**config.mk**
```make
export PLATFORM = sky130hd
export DESIGN_NAME = pld_bus_master
export DESIGN_NICKNAME = d
export VERILOG_FILES = /design/src/rtl/pld_bus_pkg.sv /design/src/rtl/pld_bus_master.sv
export SDC_FILE = /design/constraint.sdc
export NUM_CORES = 1
export LEC_CHECK = 0
export CAP_MARGIN = 20
export CORE_ASPECT_RATIO = 0.5
export CORE_MARGIN = 4
export CORE_UTILIZATION = 44
export CTS_BUF_LIST = sky130_fd_sc_hd__clkbuf_2
export CTS_CLUSTER_SIZE = 10
export DETAILED_ROUTE_END_ITERATION = 10
export GPL_TIMING_DRIVEN = 1
export MAX_ROUTING_LAYER = met4
export PLACE_DENSITY = 0.87
export SYNTH_ARGS = -nofsm -noshare
export SYNTH_HDL_FRONTEND = slang
export SYNTH_SLANG_ARGS = --single-unit
export TNS_END_PERCENT = 30
```
**constraint.sdc**
```tcl
create_clock -name clk -period 2.1 [get_ports clk]
set_input_delay 0.63 -clock clk [delete_from_list [all_inputs] [get_ports clk]]
set_output_delay 0.63 -clock clk [all_outputs]
set_load 0.03 [all_outputs]
```
**src/rtl/pld_bus_pkg.sv**
```systemverilog
// Shared types and constants for the PLD register bus initiator.
// Holds the FSM state encoding, PLD register map and default bus timing.
package pld_bus_pkg;

  typedef enum logic [1:0] {
    IDLE   = 2'd0,
    SETUP  = 2'd1,
    STROBE = 2'd2,
    HOLD   = 2'd3
  } state_e;

  localparam logic [7:0] REG1_ADDR = 8'hF0;
  localparam logic [7:0] REG2_ADDR = 8'hE0;
  localparam logic [7:0] REG3_ADDR = 8'hC0;

  localparam int DEF_SETUP_CYC  = 1;
  localparam int DEF_STROBE_CYC = 2;
  localparam int DEF_HOLD_CYC   = 1;

  function automatic int max3(input int a, input int b, input int c);
    int m;
    m = (a > b) ? a : b;
    return (m > c) ? m : c;
  endfunction

endpackage

```
**src/rtl/pld_bus_master.sv**
```systemverilog
// PLD register bus initiator: one valid/ready request becomes a setup/strobe/hold bus cycle.
// Build option PLD_BUS_WAIT_EN adds bus_wait_ to stretch the final strobe cycle (255-cycle timeout).
module pld_bus_master
  import pld_bus_pkg::*;
#(
  parameter int ADDR_W     = 8,
  parameter int DATA_W     = 8,
  parameter int SETUP_CYC  = DEF_SETUP_CYC,
  parameter int STROBE_CYC = DEF_STROBE_CYC,
  parameter int HOLD_CYC   = DEF_HOLD_CYC
) (
  input  logic              clk,
  input  logic              rst,
  input  logic              req_valid,
  output logic              req_ready,
  input  logic              req_write,
  input  logic [ADDR_W-1:0] req_addr,
  input  logic [DATA_W-1:0] req_wdata,
  output logic              rsp_valid,
  output logic [DATA_W-1:0] rsp_rdata,
  output logic [ADDR_W-1:0] Addr,
  output logic              CS_,
  output logic              WR_,
  output logic              OE_,
  output logic [DATA_W-1:0] bus_dout,
  output logic              bus_dout_en,
  input  logic [DATA_W-1:0] bus_din
`ifdef PLD_BUS_WAIT_EN
  , input logic             bus_wait_
`endif
);

  localparam int CNT_W = $clog2(max3(SETUP_CYC, STROBE_CYC, HOLD_CYC) + 1);
  localparam logic [CNT_W-1:0] SETUP_LD  = CNT_W'(SETUP_CYC - 1);
  localparam logic [CNT_W-1:0] STROBE_LD = CNT_W'(STROBE_CYC - 1);
  localparam logic [CNT_W-1:0] HOLD_LD   = CNT_W'(HOLD_CYC - 1);

  state_e            state_q, state_d;
  logic [CNT_W-1:0]  cnt_q, cnt_d;
  logic              write_q, write_d;
  logic [ADDR_W-1:0] addr_q, addr_d;
  logic [DATA_W-1:0] dout_q, dout_d;
  logic [DATA_W-1:0] rdata_q, rdata_d;
  logic              cs_n_q, cs_n_d;
  logic              wr_n_q, wr_n_d;
  logic              oe_n_q, oe_n_d;
  logic              dout_en_q, dout_en_d;
  logic              rsp_valid_q, rsp_valid_d;
  logic              accept;
  logic              strobe_last;
  logic              stretch;
  logic              timeout;

  assign req_ready   = (state_q == IDLE) && !rst;
  assign accept      = req_valid && req_ready;
  assign strobe_last = (state_q == STROBE) && (cnt_q == '0);

`ifdef PLD_BUS_WAIT_EN
  logic [7:0] wait_cnt_q, wait_cnt_d;

  // Stretch only the final strobe cycle; give up once 255 extensions are spent.
  assign stretch    = strobe_last && !bus_wait_;
  assign timeout    = stretch && (wait_cnt_q == 8'hFF);
  assign wait_cnt_d = (stretch && !timeout) ? wait_cnt_q + 8'd1 : 8'd0;

  always_ff @(posedge clk) begin
    if (rst) wait_cnt_q <= 8'd0;
    else     wait_cnt_q <= wait_cnt_d;
  end
`else
  assign stretch = 1'b0;
  assign timeout = 1'b0;
`endif

  always_ff @(posedge clk) begin
    if (rst) begin
      state_q     <= IDLE;
      cnt_q       <= '0;
      write_q     <= 1'b0;
      addr_q      <= '0;
      dout_q      <= '0;
      rdata_q     <= '0;
      cs_n_q      <= 1'b1;
      wr_n_q      <= 1'b1;
      oe_n_q      <= 1'b1;
      dout_en_q   <= 1'b0;
      rsp_valid_q <= 1'b0;
    end else begin
      state_q     <= state_d;
      cnt_q       <= cnt_d;
      write_q     <= write_d;
      addr_q      <= addr_d;
      dout_q      <= dout_d;
      rdata_q     <= rdata_d;
      cs_n_q      <= cs_n_d;
      wr_n_q      <= wr_n_d;
      oe_n_q      <= oe_n_d;
      dout_en_q   <= dout_en_d;
      rsp_valid_q <= rsp_valid_d;
    end
  end

  always_comb begin
    state_d = state_q;
    cnt_d   = cnt_q;
    case (state_q)
      IDLE: begin
        if (accept) begin
          state_d = SETUP;
          cnt_d   = SETUP_LD;
        end
      end
      SETUP: begin
        if (cnt_q == '0) begin
          state_d = STROBE;
          cnt_d   = STROBE_LD;
        end else begin
          cnt_d = cnt_q - 1'b1;
        end
      end
      STROBE: begin
        if (cnt_q != '0) begin
          cnt_d = cnt_q - 1'b1;
        end else if (!stretch || timeout) begin
          state_d = HOLD;
          cnt_d   = HOLD_LD;
        end
      end
      HOLD: begin
        if (cnt_q == '0) begin
          state_d = IDLE;
          cnt_d   = '0;
        end else begin
          cnt_d = cnt_q - 1'b1;
        end
      end
      default: begin
        state_d = IDLE;
        cnt_d   = '0;
      end
    endcase
  end

  // Bus strobes are decoded from the next state so every pin comes straight off a flop.
  always_comb begin
    write_d = write_q;
    addr_d  = addr_q;
    dout_d  = dout_q;
    rdata_d = rdata_q;
    if (accept) begin
      write_d = req_write;
      addr_d  = req_addr;
      dout_d  = req_wdata;
    end
    if (strobe_last && !write_q) begin
      if (timeout)      rdata_d = '1;
      else if (!stretch) rdata_d = bus_din;
    end
    cs_n_d      = (state_d == IDLE);
    oe_n_d      = (state_d != STROBE);
    wr_n_d      = (state_d == IDLE) ? 1'b1 : !write_d;
    dout_en_d   = (state_d != IDLE) && write_d;
    rsp_valid_d = (state_d == HOLD) && (cnt_d == '0);
  end

  assign rsp_valid   = rsp_valid_q;
  assign rsp_rdata   = rdata_q;
  assign Addr        = addr_q;
  assign CS_         = cs_n_q;
  assign WR_         = wr_n_q;
  assign OE_         = oe_n_q;
  assign bus_dout    = dout_q;
  assign bus_dout_en = dout_en_q;

endmodule

```
==> impl_results.md <==
* Final hold vios at 0
* Final WL at 3.39 mm
* Syn Nets at 174
* Largest net degree at the start of global routing at 34
* GPL Wtd Cong at around 0.7
* WP buf/inv at 1
* Share of the clock period used by the worst path at between 90% and 100%
* Post-route setup slack at 0.0647 ns
* Final #Nets at about 230
* RSZ-0062 raised after global routing: false
* Vias/cell at 4.74
* Share of cells above drive strength 1 at ~8.7%
* Leak pwr at 1.01 nW
* Clk_skew at around 0.023 ns
* DP Wirelength at ~2.4 mm
* Clock Latency Late Sink at 0.38 ns
* Worst slack at placement at -0.110 ns
* CP cell instances: clkdlybuf4s50_1
* Crit path kind: reg -> out
* Core area at 3000 um2
* H-tree levels at 2
* Count of warnings emitted by yosys at 0
* Slowest stage delay, CP at 0.67 ns
* Power per cell area at 989 nW/um2
* WP data required at around 1.5 ns
* Max-cap violation count at 0
* CP startpoint kind: register
* Post-CTS Hold Fix Bufs at 0
* Number of diodes at 0
* Min-Delay Path Class: reg -> reg
* Die height at 47.6 um
* Maximum fanout along the worst path at 2
* Clk root buf: clkbuf_2
* Worst path slowest cell: clkdlybuf4s50_1
* Initial Util at a little under half
* Sequential share of the synthesized area at around 49%
* Vias in the first global route at ~1100
* Post-layout min period at just over 2 ns
* Crit. End Element: primary output
* Total track usage at ~17%
* I/O Pins at 58
* Max Buffers Root-to-Sink at 2
* Mapped Avg Cell Area at about 9.4 um2
* DRC at 0
* Max-slew violations at 0
* Most frequent cells in the layout: 39 x clkdlybuf4s50_1, 33 x dfxtp_1, 32 x nand2b_1
* Cts bufs inserted at 5
* Delay-heaviest family, CP: buffers and inverters
* ANT nets after route at 0
* Overall power at 2.05 mW
* Grt ovf at 0
* Max transition margin at approximately 65%
* Initial DRT Pass Iterations at 4
* Status: complete, no violations
* Number of synthesized register bits at 34
* Post-synth cell types at 28
* Rows at 14
* Commonest non-fill, non-tap cell in the layout: clkdlybuf4s50_1
* Layout area overhead at 50.3%
* Hold_ws at around 0.48 ns
* Starting DRT DRC Count at 38
* Final-report setup violation count at 0
* Die X at about 87 um
* CTS tree: done
* Synth Instances at ~150
* Post-synthesis instance area at 1380 um2
* Fill count at 234
* Global-route wire length before repair at between 5 and 6 mm
* Achievable frequency at slightly below 500 MHz
* CTS sink cnt at 34
* Initial antenna violation count at 0
* Maximum VDD drop at ~0.7 mV
* Drt wl/cell at approximately 14 um
* Die Area at 4150 um2
* Slew @ Worst Pin at 0.528 ns
* WP data arrival at between 1 and 1.5 ns
* Reg clk slew, reported paths at between 0.15 and 0.2 ns
* Vias at 1166
* PortBufs at 57
[worst min-delay path, cell delays in order (launching register included)]
cell and delay (ns):
dfxtp_1 0.34, nand2b_1 0.06, o21ai_0 0.06
[metrics by stage]
step	util, %	TNS (ns)	instances	area (um2)
after detailed placement	66.4	-1.35	238	1990
after global placement	66.4	-0.287	238	1990
after CTS	67.7	0	246	2030
after floorplan	-	0	146	1380
after global routing	69.2	0	246	2070
final	69.2	0	246	2070
[cell usage after synthesis]
library cell | instances | share of area [%]
nand2b_1 | 32 | 15
o21bai_1 | 1 | 0.54
a211oi_1 | 2 | 1.1
a21boi_0 | 1 | 0.54
nand2_1 | 16 | 4.4
or2_1 | 1 | 0.45
nor2_1 | 6 | 1.6
dfxtp_1 | 34 | 49
clkbuf_2 | 1 | 0.36
nor2b_1 | 2 | 0.91
nor3_1 | 3 | 1.1
nor3b_1 | 2 | 1.1
buf_6 | 1 | 0.82
clkbuf_1 | 5 | 1.4
or3_1 | 1 | 0.45
mux2i_1 | 9 | 6.5
nor4b_1 | 1 | 0.64
inv_1 | 1 | 0.27
a211o_1 | 1 | 0.64
nand2b_4 | 1 | 1.0
nor4_4 | 1 | 1.5
xor2_1 | 1 | 0.64
xnor2_1 | 1 | 0.64
o21a_1 | 1 | 0.54
o21ai_0 | 16 | 5.8
nor4b_4 | 1 | 1.7
a21oi_1 | 1 | 0.36
buf_2 | 3 | 1.1
[path summary, 6_finish.rpt]
path	from	end	slack (ns)	cells past startpoint
setup / recovery	bus_dout[1]$_SDFFE_PP0P_	bus_dout[1]	0.06	1
hold / removal	bus_dout[7]$_SDFFE_PP0P_	bus_dout[7]$_SDFFE_PP0P_	0.48	2
hold reg to reg	bus_dout[7]$_SDFFE_PP0P_	bus_dout[7]$_SDFFE_PP0P_	0.48	2
setup reg to reg	state_q[0]$_SDFF_PP0_	WR_$_SDFF_PP1_	0.61	3
[layer usage]
layer | track usage, % | wire, um | part of all wire [%]
met3 | 4.12 | 141 | 4.2
met4 | 8.26 | 44 | 1.3
met1 | 17.2 | 1390 | 41
met5 | - | 0 | 0
met2 | 32.1 | 1810 | 53
[cells by family after synthesis]
logic type	synth area share, %
XOR/XNOR	1.27
multiplexers	6.53
buffers and inverters	3.90
AND/OR/NAND/NOR	29.4
AO/OA/AOI/OAI	9.53
flip-flops	49.4
[report_power, final]
group,switching (mW),internal (mW)
Combinational,0.452,0.387
Sequential,0.134,0.778
Clock,0.217,0.0818
[timing repair]
action,4_1_cts,5_1_grt
endpoints found under the setup margin,1,17
pin swaps,1,1
resized for setup,0,18
buffers inserted,0,0
[area by class of cell]
class	count	area [um2]	area share (%)
Clock buffer	6	30.0	1.45
Tap cell	40	50.0	2.42
Clock inverter	2	8.76	0.423
Multi-Input combinational cell	101	649	31.3
Timing Repair Buffer	62	648	31.3
Inverter	1	3.75	0.181
Sequential cell	34	682	32.9
[registers in the layout (all words and copies together), names as in the netlist]
register	count
write_q	1
rsp_rdata	8
WR_	1
cnt_q	2
CS_	1
OE_	1
bus_dout_en	1
rsp_valid	1
bus_dout	8
state_q	2
Addr	8
Power figures use the tool's default switching activity.
